`config.mk`:
```
export PLATFORM = sky130hd
export DESIGN_NAME = platform_line_renderer
export DESIGN_NICKNAME = d
export VERILOG_FILES = /design/src/rtl/platform_line_renderer.sv
export SDC_FILE = /design/constraint.sdc
export NUM_CORES = 2
export LEC_CHECK = 0
export BUFFER_PORTS_ARGS = -buffer_cell sky130_fd_sc_hd__buf_2
export CAP_MARGIN = 40
export CORE_MARGIN = 10
export CORE_UTILIZATION = 35
export CTS_BUF_LIST = sky130_fd_sc_hd__clkbuf_4
export DETAILED_ROUTE_END_ITERATION = 6
export SLEW_MARGIN = 10
export SYNTH_ARGS = -nofsm -noshare
export SYNTH_HDL_FRONTEND = slang
export SYNTH_SLANG_ARGS = --single-unit
```
`constraint.sdc`:
```
create_clock -name Clk -period 7.7 [get_ports Clk]
set_input_delay 1.155 -clock Clk [delete_from_list [all_inputs] [get_ports Clk]]
set_output_delay 1.155 -clock Clk [all_outputs]
set_load 0.02 [all_outputs]
```
`src/rtl/platform_line_renderer.sv`:
```
// Platform line renderer: fetches tile-ROM rows for the next scanline into one
// half of a double-buffered line store while the other half drives plat_on.
module platform_line_renderer #(
    parameter int NUM_PLAT       = 4,
    parameter int VLINES         = 525,
    parameter int TILES_PER_LINE = 40
) (
    input  logic                  Clk,
    input  logic                  Reset,
    input  logic                  line_start,
    input  logic [9:0]            DrawX,
    input  logic [9:0]            DrawY,
    input  logic [NUM_PLAT-1:0]   plat_en,
    input  logic [6*NUM_PLAT-1:0] plat_tx,
    input  logic [10*NUM_PLAT-1:0] plat_y,
    input  logic [4*NUM_PLAT-1:0] plat_len,
    output logic [10:0]           rom_addr,
    input  logic [15:0]           rom_data,
    output logic                  plat_on,
    output logic                  busy,
    output logic                  overrun
);

    localparam int SW = (NUM_PLAT > 1) ? $clog2(NUM_PLAT) : 1;

    typedef enum logic [1:0] {IDLE, CLEAR, SCAN, FETCH} state_t;

    state_t          state_q, state_d;
    logic [SW-1:0]   slot_q, slot_d;
    logic [3:0]      tile_q, tile_d;
    logic [1:0]      row_q, row_d;
    logic [9:0]      target_y_q;
    logic            disp_sel_q;
    logic [10:0]     rom_addr_q;
    logic            overrun_q;
    logic            plat_on_q;
    logic [15:0]     bank_q [2][TILES_PER_LINE];

    // Per-slot views of the packed platform buses.
    logic       en_s  [NUM_PLAT];
    logic [5:0] tx_s  [NUM_PLAT];
    logic [9:0] y_s   [NUM_PLAT];
    logic [3:0] len_s [NUM_PLAT];

    for (genvar gi = 0; gi < NUM_PLAT; gi++) begin : g_slot
        assign en_s[gi]  = plat_en[gi];
        assign tx_s[gi]  = plat_tx[6*gi +: 6];
        assign y_s[gi]   = plat_y[10*gi +: 10];
        assign len_s[gi] = plat_len[4*gi +: 4];
    end

    logic       cur_en;
    logic [5:0] cur_tx;
    logic [9:0] cur_y;
    logic [3:0] cur_len;
    logic [9:0] scan_row;
    logic       scan_hit;
    logic       last_slot;
    logic       tile_last;
    logic [1:0] fetch_code;
    logic [6:0] fetch_idx;
    logic       fetch_wr;
    logic       fill_sel;
    logic       in_active;

    assign cur_en    = en_s[slot_q];
    assign cur_tx    = tx_s[slot_q];
    assign cur_y     = y_s[slot_q];
    assign cur_len   = len_s[slot_q];
    assign scan_row  = target_y_q - cur_y;
    assign scan_hit  = cur_en && (cur_len != 4'd0) && (scan_row < 10'd4);
    assign last_slot = (slot_q == SW'(NUM_PLAT - 1));
    // A length shrunk to zero mid-fill must still terminate the slot.
    assign tile_last = (cur_len == 4'd0) || (tile_q >= cur_len - 4'd1);
    assign fetch_idx = {1'b0, cur_tx} + {3'b000, tile_q};
    assign fetch_wr  = (fetch_idx < 7'(TILES_PER_LINE));
    assign fill_sel  = ~disp_sel_q;
    assign in_active = (DrawX < 10'(TILES_PER_LINE * 16)) && (DrawY < 10'd480);

    always_comb begin
        fetch_code = 2'd1;
        if (cur_len == 4'd1)
            fetch_code = 2'd1;
        else if (tile_q == 4'd0)
            fetch_code = 2'd0;
        else if (tile_q == cur_len - 4'd1)
            fetch_code = 2'd2;
    end

    always_comb begin
        state_d  = state_q;
        slot_d   = slot_q;
        tile_d   = tile_q;
        row_d    = row_q;
        rom_addr = rom_addr_q;
        if (state_q == FETCH)
            rom_addr = {7'd0, fetch_code, row_q};
        if (line_start) begin
            state_d = CLEAR;
            slot_d  = '0;
        end else begin
            case (state_q)
                IDLE: ;
                CLEAR: begin
                    state_d = SCAN;
                    slot_d  = '0;
                end
                SCAN: begin
                    if (scan_hit) begin
                        state_d = FETCH;
                        tile_d  = 4'd0;
                        row_d   = scan_row[1:0];
                    end else if (last_slot) begin
                        state_d = IDLE;
                    end else begin
                        slot_d = slot_q + SW'(1);
                    end
                end
                FETCH: begin
                    if (tile_last) begin
                        if (last_slot) begin
                            state_d = IDLE;
                        end else begin
                            state_d = SCAN;
                            slot_d  = slot_q + SW'(1);
                        end
                    end else begin
                        tile_d = tile_q + 4'd1;
                    end
                end
                default: state_d = IDLE;
            endcase
        end
    end

    always_ff @(posedge Clk) begin
        if (Reset) begin
            state_q    <= IDLE;
            slot_q     <= '0;
            tile_q     <= '0;
            row_q      <= '0;
            target_y_q <= '0;
            disp_sel_q <= 1'b0;
            rom_addr_q <= '0;
            overrun_q  <= 1'b0;
            plat_on_q  <= 1'b0;
            for (int b = 0; b < 2; b++)
                for (int w = 0; w < TILES_PER_LINE; w++)
                    bank_q[b][w] <= '0;
        end else begin
            state_q    <= state_d;
            slot_q     <= slot_d;
            tile_q     <= tile_d;
            row_q      <= row_d;
            rom_addr_q <= rom_addr;
            plat_on_q  <= in_active ? bank_q[disp_sel_q][DrawX[9:4]][~DrawX[3:0]] : 1'b0;
            if (line_start) begin
                disp_sel_q <= ~disp_sel_q;
                target_y_q <= (DrawY == 10'(VLINES - 1)) ? 10'd0 : DrawY + 10'd1;
                if (state_q != IDLE)
                    overrun_q <= 1'b1;
            end else if (state_q == CLEAR) begin
                for (int w = 0; w < TILES_PER_LINE; w++)
                    bank_q[fill_sel][w] <= '0;
            end else if (state_q == FETCH && fetch_wr) begin
                // Writes on a line_start cycle are suppressed: that bank is now on display.
                bank_q[fill_sel][fetch_idx[5:0]] <= bank_q[fill_sel][fetch_idx[5:0]] | rom_data;
            end
        end
    end

    assign plat_on = plat_on_q;
    assign busy    = (state_q != IDLE);
    assign overrun = overrun_q;

endmodule

```
# Word-level counts from Yosys, hierarchy flattened
# Memory sizes are Yosys's and may differ from the RTL's. A register that Yosys moved wholly into a read port is not among the register bits.
# Cells that the tools add are included.
[classes]
add_sub_neg = 6
n_lt_le_gt_ge = 10
n_eq_ne = 14
muxes = 696
bitwise_logic = 648
n_reduce_logical = 22
[op_table]
columns = ["cell", "count"]
rows = [
  ["$mux W640", 3],
  ["$mux W1", 657],
  ["$or A1 B1 Y1", 640],
  ["$reduce_or A640 Y1", 1],
  ["$bmux W16 S6", 2],
  ["$demux W16 S6", 1],
  ["$mux W16", 5],
  ["$mux W10", 3],
  ["$bmux W10 S2", 1],
  ["$mux W2", 10],
  ["$mux W4", 4],
  ["$or A16 B16 Y16", 1],
  ["$ge A7 B7 Y1 const B", 2],
  ["$not A6 Y7", 2],
  ["$bmux W6 S2", 1],
  ["$mux W6", 2],
  ["$pmux W2 S3", 2],
  ["$reduce_and A3 Y1", 4],
  ["$mux W11", 1],
  ["$add A10 B1 Y10 const B", 1],
  ["$eq A10 B10 Y1 const B", 1],
  ["$lt A10 B10 Y1 const B", 1],
  ["$lt A10 B3 Y1 const B", 1],
  ["$lt A10 B9 Y1 const B", 1],
  ["other kinds (33)", 49],
]
[word_totals]
regBits = 34
ramBits = 1280
inputBits = 123
out_inout_bits = 14
word_cells = 1407
n_memories = 1
[memory_table]
columns = ["memory", "depth", "width", "rd", "rd_clocked_by_memory_dff", "write_ports", "line_no", "source"]
rows = [
  ["bank_q", 2, 640, 2, 1, 2, "37", "logic [15:0] bank_q [2][TILES_PER_LINE];"],
]

# Longest topological paths before layout
[logic_depth]
depth_word = 15
ltp_mapped = 22
depth_no_buf = 13

# Worst setup path before layout
# No wires, ideal clock.
[synth_timing]
kind = "reg-to-reg"
startpoint = "register slot_q[0]"
endpoint = "memory bank_q[1][432] in the netlist's numbering (enable)"
arrival_time_ns = 5.645
t_required_ns = 7.286
setup_slack_ns = 1.641
path_stages_with_launch = 21
n_path_buf = 7
path_cell_list = "dfxtp_1 > buf_4 > buf_2 > buf_1 > mux4_2 > ha_1 > inv_1 > fa_1 > nor2b_1 > o22a_1 > buf_4 > xnor2_2 > or4b_1 > buf_2 > and3_1 > nand3_1 > a211o_1 > buf_2 > nor3_2 > buf_2 > a211oi_1"
[synth_rtl]
columns = ["item", "line_no", "source"]
rows = [
  ["from (decl)", "29", "logic [SW-1:0] slot_q, slot_d;"],
  ["from (signal assigned)", "152", "slot_q <= slot_d;"],
  ["to (decl)", "37", ""],
]

==> impl_summary.txt <==
----------------------------------------------------
[Outcome]
  Run status ... complete, no violations

[Layout]
  Area of combinational cells with multiple inputs ... 29,000 µm²
  Filler cell count ... 18,600
  Area added between synthesis and finish ... 14.1%
  Nets ... 5,536
  Reg area ... 39,100 µm²
  Layout cell share with drive strength beyond 1 ... 0.324

[Clock network]
  Clock-pin slew on the worst setup and hold paths ... 0.06 ns
  Clock sink count ... 1,315
  Level count of the clock H-tree ... 5
  Number of gates given a new drive strength after cts ... 0
  Root Buffer ... sky130_fd_sc_hd__clkbuf_4
  Number of CTS-inserted buffers ... 373
  CTS tree ... yes
  Buffer depth of the longest clock path ... 4
  Clock latency reported for the late side of the worst-skew pair ... 1.48 ns

[Place]
  Detail Placement HPWL ... 190 mm
  Count of input and output buffers ... 136
  Post-Place Setup Slack ... 1.15 ns
  Global placement routability congestion ... 1.01

[STA]
  Post-layout worst setup margin ... 1.39 ns
  Setup repair after global routing missed its margin ... false
  Max-slew headroom at the worst pin ... 0.315
  Max-slew violation count ... 0
  Worst Max-Slew Pin Slew ... 1.02 ns
  Total count of hold-check failures in the final report ... 0
  Final worst clock skew ... 0.191 ns
  Fin crit period ... 6.31 ns
  Setup TNS ... 0 ns
  Period utilisation layout ... 0.819
  Fmax ... 159 MHz
  Endpoints failing setup ... 0

[Route]
  First drt pass iteration count ... 6
  Per-cell via count in the routed design ... 6.34
  Count of vias placed by the detailed router ... 52,700
  1st-iter DRT viols ... 8,061
  Detailed Route WL ... 287 mm
  Detail-routed net length per standard cell ... 34.5 µm
  DRC violations left ... 0
  Remaining number of nets flagged by the antenna check after routing ... 0

[Critical path]
  Launch point of the worst path ... slot_q[0]
  Number of buffers and inverters on the critical path ... 2
  WS Path Type ... register to register
  Critical-path cell with the highest stage delay ... sky130_fd_sc_hd__a211oi_1
  Reg-to-reg startpoint ... slot_q[0]
  Crit path largest cell delay ... 0.82 ns
  Reg2Reg Setup Slack ... 1.39 ns
  Cell-by-cell listing of the critical path ... mux4_2, ha_1, a211oi_1, nor3b_1, nor2_2, nor2_2, buf_8, o311a_1, a211oi_1, o221a_2, buf_4, nor2_1
  Reg2reg end ... bank_q[1][217]
  Biggest fanout along the worst timing path ... 41
  Dominant delay contributor by cell family on the critical path ... compound AO/OA/AOI/OAI gates
  Crit. End Element ... register
  Startpoint type of the worst setup path ... register
  Cells on worst reg2reg path ... 12
  Data arrival, critical path ... 7.36 ns
  Required time of the critical path ... 8.76 ns

[Floorplan]
  Die boundary height ... 467 µm
  DIE WIDTH ... 467 µm
  Core outline area ... 199,000 µm²
  Std cell rows ... 164
  Initial core utilization ... 0.351
  Die ar. ... 218,000 µm²
  Count of boundary I/O pins ... 137

[Global routing]
  Overall overflow remaining after global route ... 0
  GRT Util Overall ... 0.256
  Antenna violations before repair ... 26
  First-pass GRT wire length ... 400 mm
  Via count of the first global-routing pass ... 52,000
  Pin count of the biggest net entering global routing ... 92

[Min path]
  Worst Hold Path EP ... target_y_q[2]
  Worst hold stages ... 3
  Worst hold path class ... primary input to register
  Source of the worst hold timing path ... DrawY[2]

[Yosys]
  Avg Inst Size Synth ... 13.8 µm²
  Post-synth design cell area ... 70,000 µm²
  Predominant post-synthesis flop cell ... sky130_fd_sc_hd__edfxtp_1
  Number of synthesized flops with an enable pin ... 1,280
  Synthesized net count ... 5,221
  Async set or reset register ratio after synthesis ... 0
  Synth warnings ... 0
  Sequential cell area fraction in the yosys report ... 0.559
  Flops & latches, synth ... 1,315
  Cells after Synth ... 5,071
  Cell variety after synth ... 89

[Power]
  Leakage dissipation ... 27.8 nW
  Pwr dens ... 220 nW/µm²
  Worst ir drop on vdd ... 0.135 mV

[Flow run]
  Max capacitance violation total ... 0

----------------------------------------------------
repair_timing:
action | 4_1_cts | 5_1_grt
endpoints found under the hold margin | 1 | 0
hold buffers | 1 | 0
setup buffers | 0 | 0
report_power, final:
part	internal, W	leakage, nW	switching [W]
combinational	0.00106	11.7	0.00181
sequential	0.00819	13.4	0.000199
clock	0.00318	2.65	0.00315
total	0.0124	27.8	0.00516
worst max-delay path by stage:
stage | slack [ns] | endpoint | cells past startpoint
global route | 1.07 | bank_q[0][239] | 12
CTS | 1.55 | bank_q[0][517] | 12
detailed placement | 1.15 | bank_q[1][186] | 14
finish | 1.39 | bank_q[1][217] | 12
floorplan | 1.64 | bank_q[1][432] | 20
global placement | 1.18 | bank_q[1][186] | 14
flip-flops by register name (all words and copies together) (netlist names), named ones only:
register	count
bank_q	1280
rom_addr_q	11
target_y_q	10
tile_q	4
row_q	2
slot_q	2
state_q	2
disp_sel_q	1
overrun	1
plat_on	1
worst reg2reg max path: cells and delay by family, from the launching register on:
family	cells	cell delay [ns]
muxes	1	0.65
DFF	1	0.68
and+or+nand+nor	4	1.33
buffers and inverters	2	0.90
AOI/OAI and AO/OA	4	2.15
adders and majority gates	1	0.30
placed cells by master (no fill, tap or decap), types with 15 or more instances in the layout:
cell type                     n
sky130_fd_sc_hd__nor2_1    1357
sky130_fd_sc_hd__edfxtp_1  1280
sky130_fd_sc_hd__mux4_2     688
sky130_fd_sc_hd__clkbuf_4   517
sky130_fd_sc_hd__buf_4      218
sky130_fd_sc_hd__nand2_1    194
sky130_fd_sc_hd__buf_2      139
sky130_fd_sc_hd__mux2i_1    120
sky130_fd_sc_hd__a21oi_1    105
sky130_fd_sc_hd__nand3_1     90
sky130_fd_sc_hd__clkinv_1    77
sky130_fd_sc_hd__nor3_1      73
sky130_fd_sc_hd__o21ai_0     55
sky130_fd_sc_hd__a22oi_1     43
sky130_fd_sc_hd__buf_8       42
sky130_fd_sc_hd__dfxtp_1     32
sky130_fd_sc_hd__nor2b_1     30
sky130_fd_sc_hd__inv_1       28
sky130_fd_sc_hd__a211oi_1    27
sky130_fd_sc_hd__a21o_1      27
sky130_fd_sc_hd__buf_12      27
sky130_fd_sc_hd__diode_2     26
sky130_fd_sc_hd__o22ai_1     25
sky130_fd_sc_hd__ha_1        24
sky130_fd_sc_hd__nor3_2      23
sky130_fd_sc_hd__clkinv_2    22
sky130_fd_sc_hd__mux2_2      20
sky130_fd_sc_hd__nor2_2      17
sky130_fd_sc_hd__and2_1      16
sky130_fd_sc_hd__a31oi_1     16
sky130_fd_sc_hd__o21bai_4    16
sky130_fd_sc_hd__a221oi_1    15
Yosys cell counts (all sizes together), types with 5 or more instances:
cell     number  area share
nand2       194       0.010
a22oi        43      0.0046
a2bb2oi       6     0.00084
nor2b        31      0.0028
a21o         27      0.0029
nand4         9     0.00080
a31oi        17      0.0017
o221ai        5     0.00071
o22ai        25      0.0022
xnor2        12      0.0016
a211oi       41      0.0048
or3           8     0.00071
and2         17      0.0015
a221oi       15      0.0019
nor2       1377       0.074
edfxtp     1280        0.55
nand2b        8     0.00071
ha           25      0.0045
o21ai        59      0.0042
and3          9     0.00080
o211ai       11      0.0012
inv          31      0.0017
mux4        688        0.22
or2          10     0.00089
dfxtp        35       0.010
o32ai         7     0.00088
nor3b         6     0.00071
o21bai       23      0.0025
nand3b        8     0.00086
buf         254       0.020
a2111oi      10      0.0020
nor3         98      0.0072
mux2         20      0.0032
nor4          8     0.00093
o2111ai       5     0.00063
a22o          7     0.00088
mux2i       120       0.017
clkbuf      251       0.013
o31ai         5     0.00054
o21a         10      0.0011
nand3        90      0.0064
xor2          6     0.00075
a21oi       111      0.0079
kinds of logic after synthesis:
group / count (synthesis) / synth area share
AOI/OAI and AO/OA: 458 / 0.0456
xor gates and xnor gates: 18 / 0.00236
adders and majority gates: 27 / 0.00504
buffers and inverters: 536 / 0.0356
DFF: 1315 / 0.559
muxes: 828 / 0.242
and+or+nand+nor: 1889 / 0.111
stage by stage:
step                hold slack, ns  power (W)  instance area, µm²  utilization  std cells
floorplan                    0.425     0.0101               70000            -       5071
global placement             0.447     0.0112               74300        0.373       7592
detailed placement           0.452     0.0113               75400        0.378       7659
CTS                         0.0344     0.0175               79800        0.400       8286
global route                 0.103     0.0180               79900        0.401       8308
finish                       0.156     0.0176               79900        0.401       8319
layer usage:
layer	GRT usage	vias to the layer above	wire length, µm
li1	-	20400	-
met1	0.313	26800	97800
met2	0.379	4569	125000
met3	0.0977	1017	42500
met4	0.163	16	20900
met5	0.00681	-	258
final cells by class:
| class | count | area share |
|---|---|---|
| Multi-Input combinational cell | 3220 | 0.363 |
| Tap cell | 2656 | 0.0416 |
| Clock inverter | 109 | 0.00650 |
| Antenna cell | 26 | 0.000814 |
| Inverter | 31 | 0.00146 |
| Sequential cell | 1315 | 0.490 |
| Clock buffer | 517 | 0.0486 |
| Timing Repair Buffer | 445 | 0.0482 |
Power figures use the tool's default switching activity.
